### config.mk
export PLATFORM = sky130hd
export DESIGN_NAME = refill_line_builder
export DESIGN_NICKNAME = d
export VERILOG_FILES = /design/src/rtl/refill_line_builder.sv
export SDC_FILE = /design/constraint.sdc
export NUM_CORES = 1
export LEC_CHECK = 0
export ABC_AREA = 0
export CAP_MARGIN = 30
export CELL_PAD_IN_SITES_DETAIL_PLACEMENT = 1
export CELL_PAD_IN_SITES_GLOBAL_PLACEMENT = 1
export CORE_MARGIN = 2
export CORE_UTILIZATION = 30
export DETAILED_ROUTE_END_ITERATION = 7
export DONT_BUFFER_PORTS = 1
export GPL_TIMING_DRIVEN = 0
export PLACE_DENSITY = 0.57
export SLEW_MARGIN = 0
export SYNTH_ARGS = -nofsm -noshare
export SYNTH_HDL_FRONTEND = slang
export SYNTH_SLANG_ARGS = --single-unit
### constraint.sdc
create_clock -name clk -period 3.2 [get_ports clk]
set_clock_uncertainty 0.2 [all_clocks]
set_input_delay 0.8 -clock clk [delete_from_list [all_inputs] [get_ports clk]]
set_output_delay 0.8 -clock clk [all_outputs]
set_load 0.1 [all_outputs]
### src/rtl/refill_line_builder.sv
// refill_line_builder
// Collects one burst of in-order memory read beats into a full cache line,
// merges an optional pending store word, writes the line into the data array
// in a single cycle, forwards the critical load word and pulses completion.
//
// Handshakes (valid/ready):
//   - A request transfers on a rising edge where req_valid && req_ready.
//   - A memory beat transfers on a rising edge where mem_rvalid && mem_rready.
//   - The producer may assert valid at any time. Nothing transfers while
//     ready is low, and any beat offered outside RECV is ignored.
//
// The FSM state is kept in the 'state' signal (type state_t) so that checkers
// can bind to it directly.
module refill_line_builder #(
  parameter int LINE_WIDTH   = 256,
  parameter int BEAT_WIDTH   = 32,
  parameter int BEATS        = 8,
  parameter int INDEX_WIDTH  = 6,
  parameter int OFFSET_WIDTH = 3
) (
  input  logic                    clk,
  input  logic                    rst,
  input  logic                    req_valid,
  output logic                    req_ready,
  input  logic [INDEX_WIDTH-1:0]  req_index,
  input  logic [OFFSET_WIDTH-1:0] req_offset,
  input  logic                    req_wen,
  input  logic [3:0]              req_wstrb,
  input  logic [BEAT_WIDTH-1:0]   req_wdata,
  input  logic [BEAT_WIDTH-1:0]   mem_rdata,
  input  logic                    mem_rvalid,
  input  logic                    mem_rlast,
  output logic                    mem_rready,
  output logic                    arr_wen,
  output logic [INDEX_WIDTH-1:0]  arr_waddr,
  output logic [LINE_WIDTH-1:0]   arr_wdata,
  output logic                    crit_valid,
  output logic [BEAT_WIDTH-1:0]   crit_data,
  output logic                    refill_done
);

  localparam int STRB_WIDTH = BEAT_WIDTH / 8;

  typedef enum logic [1:0] {
    IDLE  = 2'd0,
    RECV  = 2'd1,
    WRITE = 2'd2,
    DONE  = 2'd3
  } state_t;

  state_t state;
  state_t state_nxt;

  // Beat counter: index of the next word to be filled.
  logic [OFFSET_WIDTH-1:0] cnt;

  // Line buffer held as an array of words; word k sits at bits [32k+31:32k].
  logic [BEATS-1:0][BEAT_WIDTH-1:0] line_buf;
  logic [BEATS-1:0][BEAT_WIDTH-1:0] line_nxt;

  // Request fields latched at the handshake.
  logic [INDEX_WIDTH-1:0]  idx_q;
  logic [OFFSET_WIDTH-1:0] off_q;
  logic                    wen_q;
  logic [STRB_WIDTH-1:0]   wstrb_q;
  logic [BEAT_WIDTH-1:0]   wdata_q;

  logic                  req_fire;
  logic                  beat_fire;
  logic                  beat_hit;
  logic                  beat_final;
  logic [BEAT_WIDTH-1:0] beat_word;

  assign req_ready  = (state == IDLE);
  assign mem_rready = (state == RECV);

  assign req_fire   = req_valid && req_ready;
  assign beat_fire  = mem_rvalid && mem_rready;
  assign beat_hit   = (cnt == off_q);
  // The beat in the last slot ends the burst even if rlast is missing,
  // so the counter cannot run past the end of the line.
  assign beat_final = mem_rlast || (cnt == OFFSET_WIDTH'(BEATS - 1));

  // Incoming beat with the pending store bytes merged over it when this is
  // the word the store targets.
  always_comb begin
    beat_word = mem_rdata;
    if (wen_q && beat_hit) begin
      for (int b = 0; b < STRB_WIDTH; b++) begin
        if (wstrb_q[b]) begin
          beat_word[8*b +: 8] = wdata_q[8*b +: 8];
        end
      end
    end
  end

  // Line buffer as it will look after the current beat lands; this is also
  // what goes to the array when the beat is the final one.
  always_comb begin
    line_nxt      = line_buf;
    line_nxt[cnt] = beat_word;
  end

  // Next-state decode.
  always_comb begin
    state_nxt = state;
    case (state)
      IDLE:    if (req_fire) state_nxt = RECV;
      RECV:    if (beat_fire && beat_final) state_nxt = WRITE;
      WRITE:   state_nxt = DONE;
      DONE:    state_nxt = IDLE;
      default: state_nxt = IDLE;
    endcase
  end

  // State register.
  always_ff @(posedge clk) begin
    if (rst) begin
      state <= IDLE;
    end else begin
      state <= state_nxt;
    end
  end

  // Request latch, beat counter and line buffer.
  always_ff @(posedge clk) begin
    if (rst) begin
      idx_q    <= '0;
      off_q    <= '0;
      wen_q    <= 1'b0;
      wstrb_q  <= '0;
      wdata_q  <= '0;
      cnt      <= '0;
      line_buf <= '0;
    end else if (req_fire) begin
      idx_q    <= req_index;
      off_q    <= req_offset;
      wen_q    <= req_wen;
      wstrb_q  <= req_wstrb;
      wdata_q  <= req_wdata;
      cnt      <= '0;
      // Cleared so words missing after an early rlast are written as zero.
      line_buf <= '0;
    end else if (beat_fire) begin
      line_buf <= line_nxt;
      cnt      <= cnt + OFFSET_WIDTH'(1);
    end
  end

  // Registered outputs: array write in the cycle after the final beat,
  // critical word in the cycle after its beat, done in the cycle after the write.
  always_ff @(posedge clk) begin
    if (rst) begin
      arr_wen     <= 1'b0;
      arr_waddr   <= '0;
      arr_wdata   <= '0;
      crit_valid  <= 1'b0;
      crit_data   <= '0;
      refill_done <= 1'b0;
    end else begin
      arr_wen     <= beat_fire && beat_final;
      crit_valid  <= beat_fire && !wen_q && beat_hit;
      refill_done <= (state == WRITE);
      if (beat_fire && beat_final) begin
        arr_waddr <= idx_q;
        arr_wdata <= line_nxt;
      end
      if (beat_fire && !wen_q && beat_hit) begin
        crit_data <= mem_rdata;
      end
    end
  end

endmodule

==> summary.md <==
| Metric | Value |
|---|---|
| Final Cycle Share | `0.978` |
| Max-slew violation count | `0` |
| Io pins | `382` |
| Routed len/inst | `approximately 25 um` |
| Routed Antenna Nets | `0` |
| Critical R2R Launch | `cnt[0]` |
| Cells after DPL | `roughly 3.3k` |
| Unrepaired setup endpoints after global routing | `yes` |
| Critical path class | `in -> reg` |
| WHS Endpoint | `wdata_q[22]` |
| Leak Pwr | `approximately 0.01 uW` |
| Placed Area | `between 20000 and 25000 sq um` |
| Vias in the first global route | `a little under 20k` |
| Critical-path top delay cell | `buf_1` |
| Clock Tree Buf Depth | `3` |
| Final setup violating endpoints | `0` |
| Final #Nets | `~2.6k` |
| FF-to-FF setup slack | `approximately 0.13 ns` |
| Share of the core filled with cells | `0.405` |
| Die Y | `between 200 and 300 um` |
| Startpoint types | `input port` |
| H-tree depth | `3` |
| Pwr dens | `about 680 nW/um^2` |
| Synth Warn # | `0` |
| Worst IR Drop VDD | `slightly below 400 uV` |
| Seq/Total Area, Yosys | `0.582` |
| RR Endpoint | `arr_wdata[217]` |
| Synthesized instance count | `2217` |
| Hold_ws | `between 0.1 and 0.15 ns` |
| Initial DRC count | `about 1.1k` |
| Worst path top cell family by delay | `buffers and inverters` |
| Max_slew headroom | `0.296` |
| Grt ovf | `0` |
| Worst Hold Class | `in -> reg` |
| CTS root buf | `clkbuf_16` |
| Hpwl dp | `approximately 68000 um` |
| Adder-cell share of the synthesized area | `0.00361` |
| Initial antenna violation count | `0` |
| Total wire length | `about 88000 um` |
| Crit. End Element | `register` |
| Initial Util | `0.303` |
| Post-Synth Simple-Gate Area | `0.0487` |
| TritonCTS clock tree | `yes` |
| IO Port Bufs | `0` |
| Clock sink count | `between 600 and 700` |
| Layout area overhead | `33.7%` |
| Data required, critical path | `3.47 ns` |
| Commonest non-fill, non-tap cell in the layout | `dfxtp_1` |
| Die Width | `between 200 and 300 um` |
| Drc violations | `0` |
| Largest net degree at the start of global routing | `14` |
| Cell repeated most along the worst path | `clkbuf_1` |
| Routability cong. | `between 0.8 and 0.9` |
| Finished Layout Cells | `between 3k and 4k` |
| R2R cell count | `9` |
| Layout cells sized above 1 | `0.135` |
| Maximum fanout along the worst path | `10` |
| Mux cell area share after synthesis | `0.0159` |
| Die area | `71300 sq um` |
| First-pass GRT wire length | `128000 um` |
| Worst Path Buf+Inv | `3` |
| DR vias | `18.6k` |
| Rows | `96` |
| CP max stage delay | `approximately 0.78 ns` |
| Synthesized Nets | `between 2k and 2.5k` |
| Core Region | `68600 sq um` |
| Final min period | `about 3.1 ns` |
| Total track usage | `0.241` |
| Achievable frequency | `around 320 MHz` |
| Vias per cell | `5.36` |
| Outcome | `finished clean` |
| Hold Fails Final Rpt | `0` |
| Pre-Repair DR Iteration Count | `5` |
| Mapped cell area | `a little over 20000 sq um` |
| FF+latch count, synth | `604` |
| Unique masters post-synth | `34` |
| Most frequent cells in the layout | `604 x dfxtp_1, 448 x o21ai_0, 329 x a21oi_1` |
| Xor and xnor area share after synthesis | `0.00331` |
| Final non-filler cell area | `27800 sq um` |
| Worst hold start | `req_wdata[22]` |
| Worst-path clk slew | `0.06 ns` |
| Slew of the pin with the lowest slew margin | `between 1 and 1.5 ns` |
| Mean Syn Cell Area | `about 9.4 sq um` |
| Hold Path Stages | `2` |
| Clock Latency Late Sink | `roughly 0.6 ns` |
| Crit path DAT | `3.39 ns` |
| Max-cap violation count | `0` |
| Critical-path cell list | `clkbuf_1 -> buf_1 -> nor2_4 -> nand2_1 -> clkbuf_1 -> o21ai_1` |
| Largest family of logic cells by synthesized area | `compound AO/OA/AOI/OAI gates` |
| Compound-Gate Fraction of Synth Area | `0.302` |
| CTS buffer count | `69` |
## stage by stage
step           worst slack, ns  power (uW)  TNS [ns]
2_1_floorplan            0.147        9990         0
3_3_place_gp             -1.39       10700   -404.94
3_5_place_dp            -0.842       11000   -187.15
4_1_cts                0.00394       19100         0
5_1_grt                -0.0257       19600   -0.0710
6_report                0.0715       19000         0
## registers in the layout, indices dropped and copies added (netlist names)
signal       flops
wstrb_q          4
cnt              3
arr_waddr        6
refill_done      1
line_buf       256
idx_q            6
wen_q            1
state            2
crit_valid       1
crit_data       32
wdata_q         32
arr_wdata      256
arr_wen          1
off_q            3
## layer usage
layer	up-vias	part of all wire	track usage
met2	466	0.51	0.433
li1	8550	-	-
met1	9443	0.41	0.281
met5	-	0	0
met3	102	0.064	0.0615
met4	0	0.020	0.0674
## synth_stat cells, drive strengths merged
master	number	share of area
dfxtp	604	0.58
o21ai	512	0.12
a21oi	343	0.085
a22oi	256	0.093
nand2	184	0.033
clkbuf	178	0.032
buf	47	0.011
mux2i	33	0.016
nor2b	10	0.0030
nor3	9	0.0022
nor2	8	0.0014
ha	6	0.0036
nor4	5	0.0044
xor2	4	0.0033
and3b	3	0.0013
nor3b	3	0.0011
inv	2	0.00036
nand3	2	0.00048
a211oi	1	0.00036
and2	1	0.00030
and3	1	0.00030
nand2b	1	0.00030
nand3b	1	0.00036
o211a	1	0.00048
o211ai	1	0.00036
or4	1	0.00036
## final cells by class
| cell class | instances | area, sq um |
|---|---|---|
| clock inverter | 23 | 255 |
| sequential | 604 | 12100 |
| buffer | 225 | 940 |
| tap | 931 | 1160 |
| clock buffer | 99 | 2050 |
| fill | 7606 | 40800 |
| inverter | 2 | 7.51 |
| timing repair buffer | 189 | 3350 |
| antenna | 3 | 7.51 |
| multi-input combinational | 1386 | 7900 |
## power breakdown
group / internal (uW) / switching (uW) / total [uW]
Combinational: 605 / 1660 / 2260
Clock: 4790 / 3260 / 8060
Sequential: 7840 / 805 / 8650
## timing repair
action / CTS / global route
setup endpoints to repair: 422 / 385
pin swaps: 4 / 2
resized for setup: 37 / 31
hold buffers: 0 / 0
setup buffers: 3 / 3
## worst max-delay path by stage
stage | startpoint | endpoint | slack, ns | cells after the start
after floorplan | state[1] | arr_wdata[193] | 0.15 | 8
after global placement | state[1] | arr_wdata[220] | -1.39 | 8
after detailed placement | mem_rlast | arr_wdata[217] | -0.84 | 6
after CTS | cnt[1] | line_buf[36] | 0.004 | 6
after global routing | rst | arr_wdata[221] | -0.03 | 6
final | rst | arr_wdata[217] | 0.07 | 6
## worst reg2reg max path: cells and delay by family (launching register included)
family	cells	cell delay (ns)
simple gates	2	0.51
fa+ha+maj	2	0.39
buf+inv	3	1.20
compound gates	2	0.32
flops	1	0.33
## logic make-up after synthesis
kind of cell               Yosys count
AOI/OAI and AO/OA                 1114
buffers and inverters              227
muxes                               33
and+or+nand+nor                    229
DFF                                604
xor gates and xnor gates             4
adders and majority gates            6
No activity file was read; power rests on OpenSTA's default activity.
